--- config.mk ---
export PLATFORM = sky130hd
export DESIGN_NAME = mult_seq_ctrl
export DESIGN_NICKNAME = d
export VERILOG_FILES = /design/src/rtl/mips_pkg.sv /design/src/rtl/mult_seq_ctrl.sv
export SDC_FILE = /design/constraint.sdc
export NUM_CORES = 1
export LEC_CHECK = 0
export BUFFER_PORTS_ARGS = -buffer_cell sky130_fd_sc_hd__buf_2
export CORE_MARGIN = 1.5
export CORE_UTILIZATION = 57
export DETAILED_ROUTE_END_ITERATION = 8
export PLACE_DENSITY = 0.78
export SLEW_MARGIN = 20
export SYNTH_ARGS = -nofsm -noshare
export SYNTH_HDL_FRONTEND = slang
export SYNTH_SLANG_ARGS = --single-unit
--- constraint.sdc ---
create_clock -name clk -period 12 [get_ports clk]
set_input_delay 3.6 -clock clk [delete_from_list [all_inputs] [get_ports clk]]
set_output_delay 3.6 -clock clk [all_outputs]
set_load 0.02 [all_outputs]
--- src/rtl/mips_pkg.sv ---
// Shared definitions for the multiply sequencer.
//   mult_state_t : sequencer state (IDLE, RUN, FIN), 2-bit encoding
//   MULT_WIDTH   : default operand width
//   cnt_width()  : width of the step counter for a given operand width
package mips_pkg;

    typedef enum logic [1:0] {
        MULT_IDLE = 2'd0,
        MULT_RUN  = 2'd1,
        MULT_FIN  = 2'd2
    } mult_state_t;

    localparam int MULT_WIDTH = 32;

    // The counter must hold 0..WIDTH-1 with headroom, hence the extra bit.
    function automatic int cnt_width(input int w);
        return $clog2(w) + 1;
    endfunction

    localparam int MULT_CNT_W = cnt_width(MULT_WIDTH);

endpackage

--- src/rtl/mult_seq_ctrl.sv ---
// Iterative shift-add multiply sequencer owning the HI/LO registers.
// One partial-product step is done per clock. The full product is written to
// hi/lo WIDTH+1 clocks after start is accepted.
// Ports:
//   clk       : system clock, rising edge
//   rst       : asynchronous, active-high reset
//   start     : multiply request, sampled only while idle
//   is_signed : 1 = two's-complement multiply, 0 = unsigned; sampled with start
//   a, b      : multiplicand (rs) and multiplier (rt)
//   busy      : high while a multiply is in progress
//   done      : one-cycle pulse when hi/lo hold the new product
//   hi, lo    : upper and lower halves of the last product
module mult_seq_ctrl
    import mips_pkg::*;
#(
    parameter int WIDTH = MULT_WIDTH
) (
    input  logic             clk,
    input  logic             rst,
    input  logic             start,
    input  logic             is_signed,
    input  logic [WIDTH-1:0] a,
    input  logic [WIDTH-1:0] b,
    output logic             busy,
    output logic             done,
    output logic [WIDTH-1:0] hi,
    output logic [WIDTH-1:0] lo
);

    localparam int CNT_W = cnt_width(WIDTH);
    localparam logic [CNT_W-1:0] LAST_STEP = CNT_W'(WIDTH - 1);

    // Unsigned magnitude of an operand. For signed mode the most negative
    // value maps to 2^(WIDTH-1), which still fits in WIDTH unsigned bits.
    function automatic logic [WIDTH-1:0] magnitude(input logic [WIDTH-1:0] v,
                                                   input logic             sgn);
        return (sgn && v[WIDTH-1]) ? (~v + 1'b1) : v;
    endfunction

    function automatic logic [2*WIDTH-1:0] negate(input logic [2*WIDTH-1:0] v);
        return ~v + 1'b1;
    endfunction

    mult_state_t        state;
    logic [CNT_W-1:0]   count;
    logic [WIDTH-1:0]   mcand;
    // Upper half accumulates partial products; lower half starts as the
    // multiplier and is shifted out one bit per step as product bits shift in.
    logic [2*WIDTH-1:0] acc;
    logic               neg_flag;

    logic [WIDTH:0]     sum;
    logic [2*WIDTH-1:0] acc_step;

    always_comb begin
        sum      = {1'b0, acc[2*WIDTH-1:WIDTH]} + (acc[0] ? {1'b0, mcand} : '0);
        acc_step = {sum, acc[WIDTH-1:1]};
    end

    always_ff @(posedge clk or posedge rst) begin
        if (rst) begin
            state    <= MULT_IDLE;
            count    <= '0;
            mcand    <= '0;
            acc      <= '0;
            neg_flag <= 1'b0;
            busy     <= 1'b0;
            done     <= 1'b0;
            hi       <= '0;
            lo       <= '0;
        end else begin
            done <= 1'b0;
            case (state)
                MULT_IDLE: begin
                    if (start) begin
                        mcand    <= magnitude(a, is_signed);
                        acc      <= {{WIDTH{1'b0}}, magnitude(b, is_signed)};
                        neg_flag <= is_signed & (a[WIDTH-1] ^ b[WIDTH-1]);
                        count    <= '0;
                        busy     <= 1'b1;
                        state    <= MULT_RUN;
                    end
                end
                MULT_RUN: begin
                    acc   <= acc_step;
                    count <= count + 1'b1;
                    if (count == LAST_STEP) begin
                        state <= MULT_FIN;
                    end
                end
                MULT_FIN: begin
                    {hi, lo} <= neg_flag ? negate(acc) : acc;
                    busy     <= 1'b0;
                    done     <= 1'b1;
                    state    <= MULT_IDLE;
                end
                default: begin
                    state <= MULT_IDLE;
                    busy  <= 1'b0;
                end
            endcase
        end
    end

endmodule

==> impl_metrics.ini, run 1 <==
[sta]
max_slew.worst_pin.slew_ns = 0.9943
finalCritPeriodShare = 0.4531
skew_ns = 0.01551
rsz0062_at_grt = no
hold_viol = 0
setup_viol = 0
holdWs_ns = 0.4738
period_minus_slack_ns = 5.437
maxSlewHeadroom = 0.3371
fmax_mhz = 183.9
fin_tns_setup_ns = 0
maxSlewViolCount = 0

[die]
core_sq_mm = 0.01933
die_h_um = 143.1
fp.dieArea_sq_mm = 0.02047
io_pins = 134
die_x_um = 143.1
start_util = 0.5785
core.rowCount = 51

[worst_setup_path]
cp_data_required_time_ns = 12.30
start_kind = input port
path_class = input port to flip-flop
critPathCaptureType = flip-flop
crit_fanout = 6
arrival_ns = 5.74
r2r_cells = 10

[yosys]
syn_nets = 1411
synth-edff-count = 0
syn_avg_cell_area_sq_um = 8.564
synthArstFlopShare = 1.000
synth-main-ff-cell = dfrtp_1
synthDominantCellAreaShare = 0.3826
yosysWarningCount = 0
synthCells = 1306
ys_seq_area_frac = 0.3826
yosys.area.top_type = dfrtp_1
netlist_area_sq_mm = 0.01118
synth.distinct_cells = 67
synth-seq-cells = 171
yosys-top-cells-area = dfrtp_1 (38%), o21ai_0 (7.0%), xor2_1 (6.5%)

[power]
power_density_mw_per_mm2 = 205.3
p_leak_nw = 5.365
ir_worst_vdd_mv = 0.1359

[cts]
clock-sinks = 171
holdBufCountCts = 0
cts_tree = yes
htreeDepth = 4
ctsResizeCount = 0
post_cts_buffers = 0
clk_latency_ns = 0.45
cts_inserted_buffers = 17
cts_max_path_buffers = 2
cts_root_buf = clkbuf_16
clkSlewWorstSetupHoldPaths_ns = 0.08

[routing]
drc_errors = 0
vias_per_cell = 6.110
antenna_left = 0
drt_first_pass_iters = 5
vias = 10155
wl_um = 29650
initialDrtViolationCount = 920
wl_per_cell_um = 17.84

[place]
globalplace.congestion = 0.9695
dp_hpwl_um = 22140
port-buffer-count = 133

[final_layout]
nets = 1489
final_cell_mix = nand2_1 (181), dfrtp_1 (170), o21ai_0 (156)
nFillCells = 1659
area_growth_pct = 12.29
final_common_cell = nand2_1
diodes = 0
drive_above_1_share = 0.1446

[min_path]
hold_class = flip-flop to flip-flop
hold_depth = 2

[global_routing]
first_global_vias = 9244
antenna_found_initial = 0
grt_pass1_wl_um = 47920
grt.total_usage = 0.2988
grt_overflow = 0
grt_max_degree = 130

[flow_run]
drv_cap = 0

[run_status]
outcome = complete, no violations
==> layer usage <==
| metal | vias to the layer above | part of all wire | global-route usage |
|---|---|---|---|
| met5 | - | 0 | 0 |
| li1 | 4930 | - | - |
| met2 | 394 | 0.44 | 0.4528 |
| met4 | 0 | 0.011 | 0.07488 |
| met3 | 30 | 0.075 | 0.04058 |
| met1 | 4801 | 0.47 | 0.4492 |
==> critical path, stage by stage <==
cell      delay, ns
buf_2          0.11
or4_1          0.54
nor4_1         0.35
nand4b_1       0.35
o41ai_1        0.50
xor2_1         0.18
o21ai_0        0.09
==> final timing paths <==
check	startpoint	to	slack, ns
min reg2reg	mcand[6]	mcand[6]	0.47
max in group asynchronous	rst	acc[46]	7.23
min	mcand[6]	mcand[6]	0.47
max reg2reg	acc[0]	acc[59]	8.24
max	a[6]	mcand[25]	6.56
min in group asynchronous	rst	lo[20]	3.31
==> registers in the layout (all words and copies together) (netlist names) <==
| register | count |
|---|---|
| acc | 64 |
| busy | 1 |
| count | 6 |
| done | 1 |
| hi | 32 |
| lo | 32 |
| mcand | 32 |
| neg_flag | 1 |
| state | 2 |
==> logic make-up (layout without fill, tap and decap cells) <==
kind of cell               count (synthesis)  count (layout)  synth area share
muxes                                      3               3          0.002685
xor gates and xnor gates                 132             132            0.1034
and+or+nand+nor                          422             422            0.1879
DFF                                      171             171            0.3826
buffers and inverters                    108             199           0.03658
adders and majority gates                 37              37           0.04206
AOI/OAI and AO/OA                        433             433            0.2448
==> stage by stage <==
stage,setup WS [ns],area (sq um),cells,power (W),util
3_5_place_dp,6.129,11950,1630,0.002004,0.6180
4_1_cts,6.585,12550,1662,0.002562,0.6490
6_report,6.563,12560,1662,0.002579,0.6496
5_1_grt,6.407,12560,1662,0.002746,0.6496
2_1_floorplan,3.768,11180,1306,0.001693,-
3_3_place_gp,6.225,11950,1630,0.001969,0.6180
==> power breakdown <==
part | internal [W] | total, W | switching, W
logic | 0.000444 | 0.00106 | 0.000619
registers | 0.000712 | 0.000961 | 0.000249
clock network | 0.000282 | 0.000555 | 0.000273
total | 0.00144 | 0.00258 | 0.00114
==> final cells by class <==
| type | instances | area [sq um] | area share |
|---|---|---|---|
| timing repair buffer | 138 | 703.2 | 0.05599 |
| multi-input combinational | 1027 | 6529 | 0.5198 |
| tap | 265 | 331.6 | 0.02640 |
| clock buffer | 17 | 425.4 | 0.03387 |
| clock inverter | 15 | 173.9 | 0.01385 |
| sequential | 171 | 4283 | 0.3410 |
| inverter | 29 | 113.9 | 0.009066 |
==> Yosys cell counts (all sizes together), types with 14 or more instances <==
library cell    n
a21oi          65
a22oi          24
and2           37
clkbuf         70
dfrtp         171
ha             36
inv            28
nand2         183
nand3          18
nand4          22
nor2           54
nor3           25
o211ai         14
o21ai         189
o31ai          31
o41ai          26
or3            24
or4            14
xnor2          49
xor2           83
Note: power is estimated with default switching activity, not from simulation.
==> run 2, diff against run 1 <==
ABC_AREA = 1   (was default)
CORE_UTILIZATION = 55   (was 57)
clock period = 4.6 ns   (was 12 ns; I/O delays follow)
==> run 2 against run 1 <==
Compared with the run above:
- sequential cell count unchanged
- cell area up 14%
- hold slack better by 0.0013 ns
- routed wire length up 28%
- utilization down 2.0 points
- sequential power rose to 3.0 times the previous value
- largest cell class unchanged
- highest routed layer unchanged
==> impl_metrics.ini, run 2 <==
[sta]
holdWs_ns = 0.4751
finalCritPeriodShare = 0.6123
hold_viol = 0
fin_tns_setup_ns = 0
setup_viol = 0
skew_ns = 0.01006
maxSlewViolCount = 0
rsz0062_at_grt = no
maxSlewHeadroom = 0.3492
max_slew.worst_pin.slew_ns = 0.9748
period_minus_slack_ns = 2.816
fmax_mhz = 355.1

[run_status]
outcome = complete, no violations

[yosys]
ys_seq_area_frac = 0.3329
yosys-top-cells-area = dfrtp_1 (33%), nand2_1 (20%), inv_1 (7.3%)
synth-main-ff-cell = dfrtp_1
yosys.area.top_type = dfrtp_1
synthArstFlopShare = 1.000
synthCells = 1997
synth-seq-cells = 171
synth_commonest_cells = nand2_1 (687), inv_1 (250), nor2_1 (208)
synth.distinct_cells = 48
netlist_area_sq_mm = 0.01285
syn_avg_cell_area_sq_um = 6.436
synth.most_common_cell = nand2_1
syn_nets = 2102
synth-edff-count = 0
yosysWarningCount = 0
synthDominantCellAreaShare = 0.3329

[final_layout]
final_common_cell = nand2_1
final_core_util = 0.6296
fin_area_sq_mm = 0.01434
nets = 2208
diodes = 0
nFillCells = 2181
fin_cells = 2429
area_growth_pct = 11.56
final_cell_mix = nand2_1 (686), inv_1 (249), nor2_1 (208)
largest_reg_flops = 64
top_register = acc
drive_above_1_share = 0.1073

[routing]
vias_per_cell = 5.422
wl_um = 38020
routed-wl-met3_um = 3139
initialDrtViolationCount = 1188
wl_per_cell_um = 15.65
wl_met2_um = 15920
antenna_left = 0
top_layer = met4
drt_first_pass_iters = 5
drt-met1-wl_um = 17950
drc_errors = 0
vias = 13171

[die]
start_util = 0.5643
core.rowCount = 55
die_x_um = 155.9
core_sq_mm = 0.02278
die_h_um = 155.9
fp.dieArea_sq_mm = 0.02430
io_pins = 134

[cts]
cts_tree = yes
ctsResizeCount = 0
holdBufCountCts = 0
post_cts_buffers = 0
clock-sinks = 171
clkSlewWorstSetupHoldPaths_ns = 0.08
htreeDepth = 4
cts_inserted_buffers = 17
cts_max_path_buffers = 2
clk_latency_ns = 0.45
cts_root_buf = clkbuf_16

[place]
globalplace.congestion = 0.9732
dp_hpwl_um = 29740
port-buffer-count = 133
dpl_cell_area_sq_mm = 0.01377
placedCellCount = 2397

[worst_setup_path]
start_kind = input port
arrival_ns = 3.11
cp_data_required_time_ns = 4.89
path_class = input port to flip-flop
crit_fanout = 20
critPathCaptureType = flip-flop

[global_routing]
grt_overflow = 0
grt.total_usage = 0.3235
grt_max_degree = 91
first_global_vias = 11960
grt_pass1_wl_um = 61890
antenna_found_initial = 0

[power]
p_leak_nw = 7.745
power_density_mw_per_mm2 = 647.5
ir_worst_vdd_mv = 0.4247

[min_path]
hold_class = flip-flop to flip-flop

[flow_run]
drv_cap = 0
## run 2: changes by cell type after synthesis, sizes merged, moves of 33 or more
cell | before | now
and2 | 37 | 2
clkbuf | 70 | 33
inv | 28 | 255
nand2 | 183 | 695
nand3 | 18 | 179
nor2 | 54 | 229
o21ai | 189 | 134
xnor2 | 49 | 9
xor2 | 83 | 50
## run 2: kinds of logic (layout without fill, tap and decap cells)
kind of cell               count (synthesis)  in the layout  synth area share
AOI/OAI and AO/OA                        236            236            0.1071
buffers and inverters                    313            432           0.09501
xor gates and xnor gates                  59             59           0.04020
adders and majority gates                 37             37           0.03660
and+or+nand+nor                         1181           1181            0.3882
DFF                                      171            171            0.3329
## run 2: where the power goes
group,switching [W],internal [W]
sequential,0.000687,0.00218
combinational,0.00338,0.00162
clock,0.000692,0.000731
total,0.00476,0.00453
## run 2: critical path, cell delays in order
cell and delay [ns]:
buf_2 0.10, nand2_1 0.34, inv_1 0.65, nand2_1 0.25, nand2_1 0.17, xnor2_1 0.13
o21ai_0 0.08
## run 2: cell type report
class / instances / area (sq um) / share of cell area
clock buffer: 19 / 442.9 / 0.03089
clock inverter: 13 / 126.4 / 0.008812
inverter: 256 / 964.7 / 0.06727
multi-input combinational: 1513 / 7361 / 0.5133
sequential: 171 / 4280 / 0.2985
tap: 313 / 391.6 / 0.02731
timing repair buffer: 144 / 773.2 / 0.05392
## run 2: path summary, 6_finish.rpt
kind / slack, ns / from / cells past startpoint / endpoint
max in group asynchronous: 2.89 / rst / 3 / acc[50]
worst min-delay path: 0.48 / hi[25] / 2 / hi[25]
worst max-delay path: 1.78 / is_signed / 7 / acc[13]
min in group asynchronous: 0.98 / rst / 2 / lo[3]
worst min register to register: 0.48 / hi[25] / 2 / hi[25]
worst max register to register: 1.93 / acc[0] / 11 / acc[44]
## run 2: metrics by stage
step | power [W] | worst slack (ns)
after floorplan | 0.006329 | 1.037
after global placement | 0.007659 | 1.409
after detailed placement | 0.007775 | 1.358
after CTS | 0.009209 | 1.823
after global routing | 0.01006 | 1.623
final | 0.009284 | 1.784
## run 2: routing by layer
| layer | track usage | vias to the layer above |
|---|---|---|
| met5 | 0 | - |
| met4 | 0.1179 | 0 |
| met3 | 0.04556 | 70 |
| li1 | - | 6607 |
| met1 | 0.4802 | 5927 |
| met2 | 0.4781 | 567 |
